## src/rtl/edge_event_arbiter.sv

```systemverilog
// Per-channel edge counting with round-robin reporting over one valid/ready event port.
// Define EDGE_ARB_BOTH_EDGES_EN to count falling as well as rising transitions.
module edge_event_arbiter #(
  parameter int N_CH  = 4,
  parameter int CNT_W = 4,
  localparam int CH_W = $clog2(N_CH)
) (
  input  logic            clk,
  input  logic            rst_n,
  input  logic [N_CH-1:0] in,
  input  logic [N_CH-1:0] ch_en,
  output logic            evt_valid,
  input  logic            evt_ready,
  output logic [CH_W-1:0] evt_ch,
  output logic [N_CH-1:0] overflow,
  input  logic [N_CH-1:0] ovf_clr
);

  localparam logic [CNT_W-1:0] CNT_MAX = '1;
  localparam int unsigned      NCH_U   = N_CH;

  typedef enum logic {IDLE, OFFER} state_t;

  state_t            state, state_nxt;
  logic [N_CH-1:0]   prev;
  logic [CNT_W-1:0]  cnt [N_CH];
  logic [N_CH-1:0]   edge_v;
  logic [N_CH-1:0]   take;
  logic [N_CH-1:0]   pend;
  logic [N_CH-1:0]   ovf_set;
  logic [CH_W-1:0]   last;
  logic [CH_W-1:0]   sel_ch;
  logic              sel_found;
  int unsigned       rr_idx;

  always_comb begin
`ifdef EDGE_ARB_BOTH_EDGES_EN
    edge_v = (in ^ prev) & ch_en;
`else
    edge_v = in & ~prev & ch_en;
`endif
  end

  always_comb begin
    take    = '0;
    pend    = '0;
    ovf_set = '0;
    for (int unsigned i = 0; i < NCH_U; i++) begin
      take[i]    = evt_valid & evt_ready & (evt_ch == CH_W'(i));
      pend[i]    = ch_en[i] & (cnt[i] != '0);
      ovf_set[i] = edge_v[i] & ~take[i] & (cnt[i] == CNT_MAX);
    end
  end

  always_ff @(posedge clk or negedge rst_n) begin
    if (!rst_n) begin
      prev     <= '0;
      overflow <= '0;
      for (int unsigned i = 0; i < NCH_U; i++) cnt[i] <= '0;
    end else begin
      prev     <= in;
      overflow <= (overflow & ~ovf_clr) | ovf_set;
      for (int unsigned i = 0; i < NCH_U; i++) begin
        if (!ch_en[i])                         cnt[i] <= '0;
        else if (edge_v[i] && take[i])         cnt[i] <= cnt[i];
        else if (edge_v[i] && cnt[i] == CNT_MAX) cnt[i] <= CNT_MAX;
        else if (edge_v[i])                    cnt[i] <= cnt[i] + CNT_W'(1);
        else if (take[i] && cnt[i] != '0)      cnt[i] <= cnt[i] - CNT_W'(1);
      end
    end
  end

  // Round-robin search starts just after the last granted channel, wrapping at N_CH.
  always_comb begin
    sel_found = 1'b0;
    sel_ch    = '0;
    rr_idx    = 0;
    for (int unsigned off = 1; off <= NCH_U; off++) begin
      rr_idx = 32'(last) + off;
      if (rr_idx >= NCH_U) rr_idx = rr_idx - NCH_U;
      if (!sel_found && pend[CH_W'(rr_idx)]) begin
        sel_found = 1'b1;
        sel_ch    = CH_W'(rr_idx);
      end
    end
  end

  always_ff @(posedge clk or negedge rst_n) begin
    if (!rst_n) begin
      state  <= IDLE;
      evt_ch <= '0;
      last   <= CH_W'(N_CH - 1);
    end else begin
      state <= state_nxt;
      if (state == IDLE && sel_found) evt_ch <= sel_ch;
      if (state == OFFER && evt_ready) last <= evt_ch;
    end
  end

  always_comb begin
    state_nxt = state;
    case (state)
      IDLE:    if (sel_found) state_nxt = OFFER;
      OFFER:   if (evt_ready) state_nxt = IDLE;
      default: state_nxt = IDLE;
    endcase
  end

  always_comb begin
    evt_valid = (state == OFFER);
  end

endmodule

```

## config.mk

```make
export PLATFORM = sky130hd
export DESIGN_NAME = edge_event_arbiter
export DESIGN_NICKNAME = d
export VERILOG_FILES = /design/src/rtl/edge_event_arbiter.sv
export SDC_FILE = /design/constraint.sdc
export NUM_CORES = 1
export LEC_CHECK = 0
export BUFFER_PORTS_ARGS = -buffer_cell sky130_fd_sc_hd__buf_2
export CAP_MARGIN = 20
export CELL_PAD_IN_SITES_DETAIL_PLACEMENT = 0
export CELL_PAD_IN_SITES_GLOBAL_PLACEMENT = 1
export CORE_ASPECT_RATIO = 0.75
export CORE_MARGIN = 2
export CORE_UTILIZATION = 40
export CTS_CLUSTER_DIAMETER = 120
export DETAILED_ROUTE_END_ITERATION = 12
export PLACE_DENSITY_LB_ADDON = 0.1
export SLEW_MARGIN = 20
export SYNTH_ARGS = -nofsm -noshare
export SYNTH_HDL_FRONTEND = slang
export SYNTH_SLANG_ARGS = --single-unit
```

## constraint.sdc

```tcl
create_clock -name clk -period 3.69 [get_ports clk]
set_clock_uncertainty 0.15 [all_clocks]
set_input_delay 0.5535 -clock clk [delete_from_list [all_inputs] [get_ports clk]]
set_output_delay 0.5535 -clock clk [all_outputs]
set_load 0.005 [all_outputs]
```

==> flow_summary.ini <==
[status]
outcome = completed

[cts]
cts_buffer_depth = 2
cts_tree = yes
postCtsResizedCells = 0
cts-hold-fix-buffers = 0
clock-root-buffer = clkbuf_8
numCtsBuffers = 5
clkLatencyLatePin_ps = 270
path_clk_slew_ps = 70
h-tree-depth = 2
cts_setup_buffers = 0
cts.sinks = 29

[logic_synthesis]
ys_ff_latch = 29
muxShareOfSynthArea_pct = 4.00
async_flop_share_pct = 100
syn_nets = 215
synth_cell_types = 47
avgSynthCellArea_um2 = 9.65
synth-edff-count = 0
ys_seq_area_share_pct = 40.1
yosysTopAreaCell = dfrtp_1
synth_commonest_cells = dfrtp_1 (27), nand2_1 (23), o21ai_0 (13)
yosysWarnings = 0
ys.flop_type = dfrtp_1
synth_compound_area_share_pct = 18.9
synth-simple-area-share_pct = 21.0
ys_top_cells_by_area = dfrtp_1 (37%), ha_1 (5.5%), nand2_1 (4.8%)
synth.top_cell.area_share_pct = 37.2
synth-xor-area-share_pct = 3.38
yosysMostFrequentCell = dfrtp_1
synthesis.area_um2 = 1810
synth_cells = 188
synth_top_family_by_area = simple AND/OR/NAND/NOR gates
synthAdderAreaFrac_pct = 9.93

[power_and_ir_drop]
vdd_drop_max_v = 0.000293
sw_frac_of_total_pct = 38.3
finalPower_mw = 1.19
combPwrFrac_pct = 35.0
p_per_area_nw_per_um2 = 579
internal_power_mw = 0.736
p_switching_mw = 0.457
clkPwrFrac_pct = 21.1
p_seq_share_pct = 43.9
power_leakage_nw = 0.957

[layout]
nNetsFinal = 242
drive_gt1_share_pct = 19.4
synthToLayoutAreaGrowth_pct = 13.7
diodes = 0

[die]
die_w_um = 81.8
die-area_um2 = 5100
rows = 21
initial_core_util_pct = 41.1
core_um2 = 4410
ioPinCount = 22
die_y_um = 62.3

[setup_path]
ff2ff_setup_slack_ps = 1560
worstPathArrival_ps = 2190
crit_start = in[3]
end_kind = flop
critPathRequiredTime_ps = 3720
r2r_cells = 7
path_class = in2reg
crit_path_end = cnt[3]
r2r-start = prev[2]
r2r-end = cnt[7]
cp_max_fo = 4
startpoint_type = primary input

[drt]
wl_mm = 3.81
drtIter0Drc = 63
via_per_inst = 5.40
drc = 0
ant_nets = 0
first_pass_iters = 4
num_vias = 1474
wl_per_cell_um = 14.0

[worst_hold_path]
hold_class = in2async

[sta]
fin_crit_sh_pct = 58.5
rsz0062_at_grt = no
fmax_mhz = 463
tns_ps = 0
worst_slew_pin_slew_ps = 772
relSlewSlack_pct = 47.9
setup_viol = 0
slew_violations = 0
setup_slack_ps = 1530
hold_viol = 0
fin_hold_ws_ps = 152
min_period_ps = 2160

[global_route]
globalRouteOverflowTotal = 0
grt_pass1_wl_mm = 6.65
grt_pass1_vias = 1416
antenna_found_initial = 0
grt_max_degree = 30
grt_use_total_pct = 16.7

[flow_run]
cap_violations = 0

[place]
io_buffer_count = 21
place.detailed.hpwl_mm = 2.76
post-place-ws_ps = 1250
gp_congestion = 0.811
==> state kept, by name, indices dropped and copies added (netlist names) <==
register,flops
cnt,16
evt_ch,2
evt_valid,1
last,2
overflow,4
prev,4
==> cells in the final DEF (no fill, tap or decap), types with 3 or more instances in the layout <==
cell type  count
nor2_1        12
fa_1           4
or4_1          3
xor2_1         5
o22ai_1        4
nand2_1       23
dfrtp_1       27
nor2b_1        8
a21oi_1        9
nand3b_1       3
nand4_1        4
mux2i_1        5
inv_1         10
clkbuf_8       5
o21ai_0       13
a21o_1         6
or2_2          3
o41ai_1        3
buf_2         21
o21a_1         3
ha_1           8
==> routing by layer <==
metal	wire (um)	GRT usage [%]	vias up
li1	-	-	737
met1	1970	24.4	710
met2	1680	24.5	27
met3	162	4.51	0
met4	0	3.75	0
met5	0	0	-
==> cell families after synthesis <==
kind of cell | after synthesis
compound gates | 51
xor+xnor | 7
fa+ha+maj | 12
buf+inv | 11
flops | 29
mux | 7
simple gates | 71
==> layout make-up <==
type	count	area, um2
clock inverter	2	10.0
inverter	10	37.5
tap	57	71.3
sequential	29	728
timing repair buffer	21	105
fill	445	2350
multi-input combinational	148	1040
clock buffer	6	72.6
==> worst min path at each step <==
stage,start,depth (start not counted),slack [ps],to
6_report,rst_n,1,150,prev[0]
5_1_grt,rst_n,1,210,cnt[3]
4_1_cts,rst_n,1,190,overflow[3]
3_5_place_dp,last[1],2,330,last[1]
3_3_place_gp,last[1],2,330,last[1]
2_1_floorplan,rst_n,0,110,cnt[0]
==> power by group through the flow <==
stage	combinational, mW	sequential (mW)	clock (mW)
5_1_grt	0.485	0.539	0.279
6_report	0.418	0.523	0.252
3_3_place_gp	0.400	0.524	0
3_5_place_dp	0.418	0.526	0
4_1_cts	0.422	0.521	0.263
2_1_floorplan	0.325	0.493	0
==> worst max-delay path: stages <==
cell	delay, ps
buf_2	90
nor2b_1	240
nand2_1	150
ha_1	290
a21o_1	170
a21oi_1	200
and3_1	210
o31ai_1	70
a221oi_1	200
==> through the flow <==
stage / instances / utilization, % / area, um2
finish: 273 / 46.7 / 2060
global route: 273 / 46.7 / 2060
CTS: 273 / 46.7 / 2060
detailed placement: 265 / 44.8 / 1980
global placement: 265 / 44.8 / 1980
floorplan: 188 / - / 1810
No activity file was read; power rests on OpenSTA's default activity.
